$ cat config.mk
export PLATFORM = sky130hd
export DESIGN_NAME = fetch_queue
export DESIGN_NICKNAME = d
export VERILOG_FILES = /design/src/rtl/fetch_queue_pkg.sv /design/src/rtl/fetch_ring.sv /design/src/rtl/fetch_queue.sv
export SDC_FILE = /design/constraint.sdc
export NUM_CORES = 1
export LEC_CHECK = 0
export CAP_MARGIN = 10
export CORE_UTILIZATION = 41
export DETAILED_ROUTE_END_ITERATION = 16
export GPL_TIMING_DRIVEN = 0
export PLACE_DENSITY = 0.64
export SLEW_MARGIN = 20
export SYNTH_ARGS = -nofsm -noshare
export SYNTH_HDL_FRONTEND = slang
export SYNTH_SLANG_ARGS = --single-unit
$ cat constraint.sdc
create_clock -name clk -period 6.7 [get_ports clk]
set_input_delay 1.005 -clock clk [delete_from_list [all_inputs] [get_ports clk]]
set_output_delay 1.005 -clock clk [all_outputs]
set_load 0.02 [all_outputs]
$ cat src/rtl/fetch_queue_pkg.sv
// Shared types and constants for the instruction-fetch front end.
package fetch_queue_pkg;

  localparam int unsigned XLEN = 32;
  localparam logic [XLEN-1:0] RESET_VECTOR = 32'h0000_0000;

  typedef struct packed {
    logic [XLEN-1:0] pc;
    logic [XLEN-1:0] inst;
  } FetchInfo;

  typedef struct packed {
    logic [XLEN-1:0] pc;
    logic [XLEN-1:0] inst;
    logic            error;
  } FetchEntry;

endpackage

$ cat src/rtl/fetch_ring.sv
// In-order fetch buffer: allocate at tail, fill at fill pointer, pop at head.
module fetch_ring
  import fetch_queue_pkg::*;
#(
  parameter  int unsigned DEPTH = 4,
  localparam int unsigned PTR_W = $clog2(DEPTH)
) (
  input  logic             clk,
  input  logic             rst,
  input  logic             i_clear,
  input  logic             i_alloc,
  input  logic [XLEN-1:0]  i_alloc_pc,
  input  logic             i_fill,
  input  logic [XLEN-1:0]  i_fill_inst,
  input  logic             i_fill_error,
  input  logic             i_pop,
  output FetchEntry        o_head,
  output logic [PTR_W:0]   o_head_ptr,
  output logic [PTR_W:0]   o_fill_ptr,
  output logic [PTR_W:0]   o_tail_ptr
);

  localparam int unsigned CNT_W = PTR_W + 1;

  FetchEntry      r_mem [DEPTH];
  logic [PTR_W:0] r_head;
  logic [PTR_W:0] r_fill;
  logic [PTR_W:0] r_tail;

  // Pointers carry an extra MSB so full and empty are distinguishable.
  always_ff @(posedge clk) begin
    if (rst || i_clear) begin
      r_head <= '0;
      r_fill <= '0;
      r_tail <= '0;
    end else begin
      if (i_alloc) r_tail <= r_tail + CNT_W'(1);
      if (i_fill)  r_fill <= r_fill + CNT_W'(1);
      if (i_pop)   r_head <= r_head + CNT_W'(1);
    end
  end

  // Alloc and fill never target the same slot: a full ring blocks alloc.
  always_ff @(posedge clk) begin
    if (!rst && !i_clear) begin
      if (i_alloc) r_mem[r_tail[PTR_W-1:0]].pc <= i_alloc_pc;
      if (i_fill) begin
        r_mem[r_fill[PTR_W-1:0]].inst  <= i_fill_inst;
        r_mem[r_fill[PTR_W-1:0]].error <= i_fill_error;
      end
    end
  end

  assign o_head     = r_mem[r_head[PTR_W-1:0]];
  assign o_head_ptr = r_head;
  assign o_fill_ptr = r_fill;
  assign o_tail_ptr = r_tail;

endmodule

$ cat src/rtl/fetch_queue.sv
// Decoupled fetch front end: owns the fetch PC, issues icache requests and
// buffers responses in order for IF/ID; redirects discard stale fetches.
module fetch_queue
  import fetch_queue_pkg::*;
#(
  parameter int unsigned     DEPTH    = 4,
  parameter logic [XLEN-1:0] RESET_PC = RESET_VECTOR
) (
  input  logic            clk,
  input  logic            rst,
  input  logic            redirect_valid,
  input  logic [XLEN-1:0] redirect_pc,
  output logic            ic_req_valid,
  input  logic            ic_req_ready,
  output logic [XLEN-1:0] ic_req_addr,
  input  logic            ic_resp_valid,
  input  logic [XLEN-1:0] ic_resp_inst,
  input  logic            ic_resp_error,
  output logic            out_valid,
  input  logic            out_ready,
  output FetchInfo        out_info,
  output logic            out_error
);

  localparam int unsigned PTR_W  = $clog2(DEPTH);
  localparam int unsigned DROP_W = PTR_W + 1;
  localparam int unsigned CNT_W  = PTR_W + 2;

  logic [XLEN-1:0]  r_fetch_pc;
  logic [DROP_W-1:0] r_drop_cnt;
  logic             r_halted;

  FetchEntry        w_head_entry;
  logic [PTR_W:0]   w_head;
  logic [PTR_W:0]   w_fill;
  logic [PTR_W:0]   w_tail;
  logic [PTR_W:0]   w_alloc_cnt;
  logic [PTR_W:0]   w_outstanding;
  logic             w_req_fire;
  logic             w_resp_drop;
  logic             w_resp_live;
  logic             w_pop;
  logic [CNT_W-1:0] w_drop_sum;
  logic [CNT_W-1:0] w_drop_redirect;

  assign w_alloc_cnt   = w_tail - w_head;
  assign w_outstanding = w_tail - w_fill;

  // Dropped responses still occupy icache slots, so they count against capacity.
  assign ic_req_valid = !r_halted && !redirect_valid &&
                        ((CNT_W'(w_alloc_cnt) + CNT_W'(r_drop_cnt)) < CNT_W'(DEPTH));
  assign ic_req_addr  = r_fetch_pc;
  assign w_req_fire   = ic_req_valid && ic_req_ready;

  assign w_resp_drop  = ic_resp_valid && (r_drop_cnt != '0);
  assign w_resp_live  = ic_resp_valid && (r_drop_cnt == '0) && (w_outstanding != '0);

  assign out_valid    = (w_fill != w_head);
  assign w_pop        = out_valid && out_ready && !redirect_valid;

  // Stale in-flight count after a redirect, minus any response landing this cycle.
  assign w_drop_sum = CNT_W'(r_drop_cnt) + CNT_W'(w_outstanding);
  always_comb begin
    w_drop_redirect = w_drop_sum;
    if (ic_resp_valid && (w_drop_sum != '0)) w_drop_redirect = w_drop_sum - CNT_W'(1);
  end

  always_ff @(posedge clk) begin
    if (rst) begin
      r_fetch_pc <= RESET_PC;
      r_drop_cnt <= '0;
      r_halted   <= 1'b0;
    end else if (redirect_valid) begin
      r_fetch_pc <= redirect_pc & ~32'h0000_0003;
      r_drop_cnt <= DROP_W'(w_drop_redirect);
      r_halted   <= 1'b0;
    end else begin
      if (w_req_fire)                  r_fetch_pc <= r_fetch_pc + 32'd4;
      if (w_resp_drop)                 r_drop_cnt <= r_drop_cnt - DROP_W'(1);
      if (w_resp_live && ic_resp_error) r_halted  <= 1'b1;
    end
  end

  fetch_ring #(.DEPTH(DEPTH)) u_ring (
    .clk          (clk),
    .rst          (rst),
    .i_clear      (redirect_valid),
    .i_alloc      (w_req_fire),
    .i_alloc_pc   (r_fetch_pc),
    .i_fill       (w_resp_live),
    .i_fill_inst  (ic_resp_inst),
    .i_fill_error (ic_resp_error),
    .i_pop        (w_pop),
    .o_head       (w_head_entry),
    .o_head_ptr   (w_head),
    .o_fill_ptr   (w_fill),
    .o_tail_ptr   (w_tail)
  );

  // Head entry is presented as zeros while the buffer holds nothing ready.
  always_comb begin
    out_info  = '0;
    out_error = 1'b0;
    if (out_valid) begin
      out_info.pc   = w_head_entry.pc;
      out_info.inst = w_head_entry.inst;
      out_error     = w_head_entry.error;
    end
  end

endmodule
==> Implementation_results.wiki, run 1 <==
{| class="wikitable"
! Metric !! Value
|-
| Xor/xnor cell area share of the yosys netlist || 0.0261
|-
| Slew @ Worst Pin || about 0.74 ns
|-
| Top cell type's share of synthesized area || 0.609
|-
| Min cycle time layout || roughly 4.4 ns
|-
| Number of H-tree levels || 1
|-
| Power density over the cells || roughly 260 nW/um^2
|-
| Die span in x || roughly 180 um
|-
| Cell row count || 63
|-
| Instance count of the mapped netlist || 746
|-
| Run status || completed
|-
| Mux share of post-synthesis cell area || 0.117
|-
| Unrepaired setup endpoints after global routing || no
|-
| Net switching power || ~0.0009 W
|-
| Synth async-reset ratio || 0
|-
| Final wirelength || 27000 um
|-
| Maximum number of pins on one net before global-route repair || 25
|-
| Count of final setup violators || 0
|-
| Vias per inst || just over 5
|-
| Final Hold Fails || 0
|-
| Height of the chip || ~180 um
|-
| Clock skew after layout || 0.0150 ns
|-
| Die area || between 30000 and 40000 um^2
|-
| Post-synthesis sequential element count || 297
|-
| Core Region || 29700 um^2
|-
| Basic-gate share of the synthesized area counting and, or, nand and nor cells || 0.0980
|-
| Overall overflow remaining after global route || 0
|-
| Nature of the critical path startpoint || register
|-
| Fraction of the mapped netlist area in compound gates || 0.0298
|-
| Buffers & Inverters on Critical Path || 3
|-
| Post-layout power || a little over 0.004 W
|-
| Chain of cells forming the critical path || inv_1, ha_1, inv_1, fa_1, xor2_1, xnor2_1, ha_1, nor2_1, nand2_1, nor2_1, clkdlybuf4s50_1
|-
| Maximum achievable frequency || about 0.23 GHz
|-
| Number of maximum-capacitance constraint violations || 0
|-
| Max-slew headroom || 0.509
|-
| Cts hold-fix bufs || 0
|-
| Number of diodes added for antenna fixing || 0
|-
| Min-delay worst type || register to register
|-
| Final routed DRC violation total || 0
|-
| Number of nets at the end of the flow || ~1000
|-
| Post-synthesis share of cell area spent on full adders, half adders and majority gates || 0.0250
|-
| Half-perimeter wire length after detailed placement || 18400 um
|-
| Synth unique cells || 54
|-
| Clk network pwr share || 0.393
|-
| Routed length per placed instance || between 15 and 20 um
|-
| Effective utilization at floorplan || 0.418
|-
| Cell with the largest stage delay on the worst path || sky130_fd_sc_hd__clkdlybuf4s50_1
|-
| Final setup TNS || 0 ns
|-
| Worst-path clk slew || 0.06 ns
|-
| CTS Sinks || 297
|-
| Number of buffers created by CTS || 30
|-
| Top cells by instance count after synthesis || 252 x sky130_fd_sc_hd__edfxtp_1, 65 x sky130_fd_sc_hd__and2_1, 63 x sky130_fd_sc_hd__mux4_2, 46 x sky130_fd_sc_hd__nor2_1, 45 x sky130_fd_sc_hd__dfxtp_1
|-
| Ratio of cells with drive above 1 in the final layout || 0.155
|-
| Total track usage || 0.178
|-
| EDFF count, synth || about 250
|-
| Highest cell delay on the worst timing path || 0.67 ns
|-
| Main combinational cell family by area after synthesis || multiplexers
|-
| Worst Path Required || 5.69 ns
|-
| Area growth, synth to finish || 26.4%
|-
| Crit. End Element || primary output
|-
| Per-instance average area after synthesis || ~17 um^2
|-
| Cells taking the most area after synthesis || sky130_fd_sc_hd__edfxtp_1 61%, sky130_fd_sc_hd__mux4_2 11%, sky130_fd_sc_hd__dfxtp_1 7.2%
|-
| Buffer levels on the longest clock path || 3
|-
| Final critical-path share of the clock period || 0.662
|-
| Library cell with the largest summed area after synthesis || sky130_fd_sc_hd__edfxtp_1
|-
| Category of the critical setup timing path || register to primary output
|-
| Clock latency reported for the late side of the worst-skew pair || 0.54 ns
|-
| Worst EP arrival || 3.43 ns
|-
| Top-count cell post-synth || sky130_fd_sc_hd__edfxtp_1
|-
| R2R Setup Slk || roughly 2.8 ns
|-
| Netlist area before placement || about 12000 um^2
|-
| Leakage Power || a little over 5 nW
|-
| Number of global-route vias before repair || approximately 7300
|-
| Setup fix buffers added after clock tree synthesis || 0
|-
| Clock root buffer master || sky130_fd_sc_hd__clkbuf_16
|-
| Top delay family on crit path || buffers and inverters
|-
| Sequential cell fraction of total power || 0.518
|-
| TritonCTS clock tree || yes
|-
| DRC marker count from the first detailed-route iteration || roughly 520
|-
| DR pass1 iterations || 5
|-
| Top-Level Pins || 170
|-
| Wire length of the first global-routing pass || ~42000 um
|-
| Count of buffers inserted at the top-level ports || between 150 and 200
|-
| Number of warning messages in the yosys log || 0
|-
| Biggest fanout along the worst timing path || 4
|-
| Post-route antenna net violation count || 0
|-
| Total via count after detailed routing || 7096
|-
| Final Max Tran Viols || 0
|-
| Predominant post-synthesis flop cell || sky130_fd_sc_hd__edfxtp_1
|-
| Number of antenna violations at the first check in global routing || 1
|-
| Worst voltage drop across the vdd grid || ~0.00017 V
|-
| Combinational cell fraction of total power || 0.089
|-
| Share of the yosys chip area belonging to registers || 0.681
|-
| Cell internal power dissipation || 0.00313 W
|-
| Number of gates given a new drive strength after cts || 0
|-
| Final estimated routing congestion in global placement || approximately 0.78
|-
| Switching part of the total || 0.223
|}
==> area by class of cell <==
cell class	count	area [um^2]
Clock buffer	42	847
Sequential cell	297	8470
Fill cell	2478	14000
Timing Repair Buffer	171	1840
Inverter	17	63.8
Buffer	46	221
Tap cell	390	488
Clock inverter	13	93.8
Multi-Input combinational cell	389	3700
==> power groups by stage <==
stage          combinational (W)  clock (W)  sequential, W
2_1_floorplan           0.000194          0        0.00213
3_3_place_gp            0.000354          0        0.00213
3_5_place_dp            0.000360          0        0.00213
4_1_cts                 0.000363    0.00162        0.00209
5_1_grt                 0.000397    0.00169        0.00209
6_report                0.000359    0.00158        0.00209
==> path summary, 6_finish.rpt <==
check	startpoint	to	cells past startpoint
worst max-delay path	u_ring.o_tail_ptr[0]	ic_req_valid	11
worst max register to register	u_ring.o_tail_ptr[0]	u_ring.r_mem[3][49]	14
worst min-delay path	r_halted	r_halted	2
worst min register to register	r_halted	r_halted	2
==> cell families after synthesis <==
logic type / count (synthesis)
adder cells (fa/ha/maj): 23
flip-flops: 297
AND/OR/NAND/NOR: 206
AO/OA/AOI/OAI: 53
buffers and inverters: 63
XOR/XNOR: 37
multiplexers: 66
other: 1
==> worst reg2reg max path, stage by stage, from the launching register on <==
cell and delay (ns):
sky130_fd_sc_hd__dfxtp_1 0.35, sky130_fd_sc_hd__inv_1 0.14, sky130_fd_sc_hd__ha_1 0.16, sky130_fd_sc_hd__inv_1 0.05
sky130_fd_sc_hd__fa_1 0.36, sky130_fd_sc_hd__xor2_1 0.17, sky130_fd_sc_hd__xnor2_1 0.14, sky130_fd_sc_hd__ha_1 0.24
sky130_fd_sc_hd__nor2_1 0.24, sky130_fd_sc_hd__and4b_1 0.25, sky130_fd_sc_hd__buf_2 0.18, sky130_fd_sc_hd__buf_2 0.26
sky130_fd_sc_hd__buf_2 0.26, sky130_fd_sc_hd__and3_2 0.55, sky130_fd_sc_hd__buf_16 0.23
==> metrics by stage <==
stage | hold WS [ns] | cell area, um^2 | utilization | worst slack (ns) | std cells
2_1_floorplan | 0.496 | 12400 | - | 3.05 | 749
3_3_place_gp | 0.554 | 14600 | 0.490 | 2.01 | 1302
3_5_place_dp | 0.544 | 14800 | 0.497 | 2.75 | 1310
4_1_cts | 0.561 | 15700 | 0.529 | 2.27 | 1365
5_1_grt | 0.586 | 15700 | 0.529 | 2.11 | 1365
6_report | 0.558 | 15700 | 0.529 | 2.26 | 1365
==> sequential cells by signal, indices dropped and copies added, names as in the netlist, named ones only <==
register	count
r_halted	1
r_drop_cnt	3
u_ring.o_fill_ptr	3
u_ring.o_head_ptr	3
u_ring.r_mem	252
u_ring.o_tail_ptr	3
ic_req_addr	30
==> routing by layer <==
metal	vias to the layer above	global-route usage	routed length [um]
met3	27	0.0282	1570
met2	223	0.291	12800
li1	3307	-	-
met1	3539	0.254	12300
met4	0	0.0351	354
met5	-	0	0
==> cell usage in the layout, fill, tap and decap left out, types with 5 or more instances in the layout <==
cell and n:
sky130_fd_sc_hd__edfxtp_1 252, sky130_fd_sc_hd__clkdlybuf4s50_1 163, sky130_fd_sc_hd__and2_1 65, sky130_fd_sc_hd__mux4_2 63
sky130_fd_sc_hd__nor2_1 46, sky130_fd_sc_hd__dfxtp_1 45, sky130_fd_sc_hd__clkbuf_1 36, sky130_fd_sc_hd__clkbuf_16 31
sky130_fd_sc_hd__xnor2_1 22, sky130_fd_sc_hd__a211oi_1 22, sky130_fd_sc_hd__ha_1 20, sky130_fd_sc_hd__nand2_1 18
sky130_fd_sc_hd__inv_1 16, sky130_fd_sc_hd__xor2_1 15, sky130_fd_sc_hd__nand3_1 15, sky130_fd_sc_hd__nand4_1 12
sky130_fd_sc_hd__buf_2 9, sky130_fd_sc_hd__and3_2 9, sky130_fd_sc_hd__a21oi_1 9, sky130_fd_sc_hd__nor3_1 6
sky130_fd_sc_hd__nor4_1 6, sky130_fd_sc_hd__buf_16 6, sky130_fd_sc_hd__o21ai_0 5, sky130_fd_sc_hd__and4_1 5
sky130_fd_sc_hd__clkinv_1 5
No activity file was read; power rests on OpenSTA's default activity.
==> run 2, diff against run 1 <==
clock period = 4.33 ns   (was 6.7 ns; I/O delays follow)
==> results of run 2 <==
The final DEF is identical to that of run 1. Status: completed.
Among the figures that moved: setup slack after placement 2.75 ns -> 0.381 ns; setup slack after layout 2.26 ns -> 0.249 ns; register-to-register setup slack 2.79 ns -> 0.42 ns; total power 0.00403 W -> 0.00623 W; worst IR drop on VDD 0.000166 V -> 0.000257 V
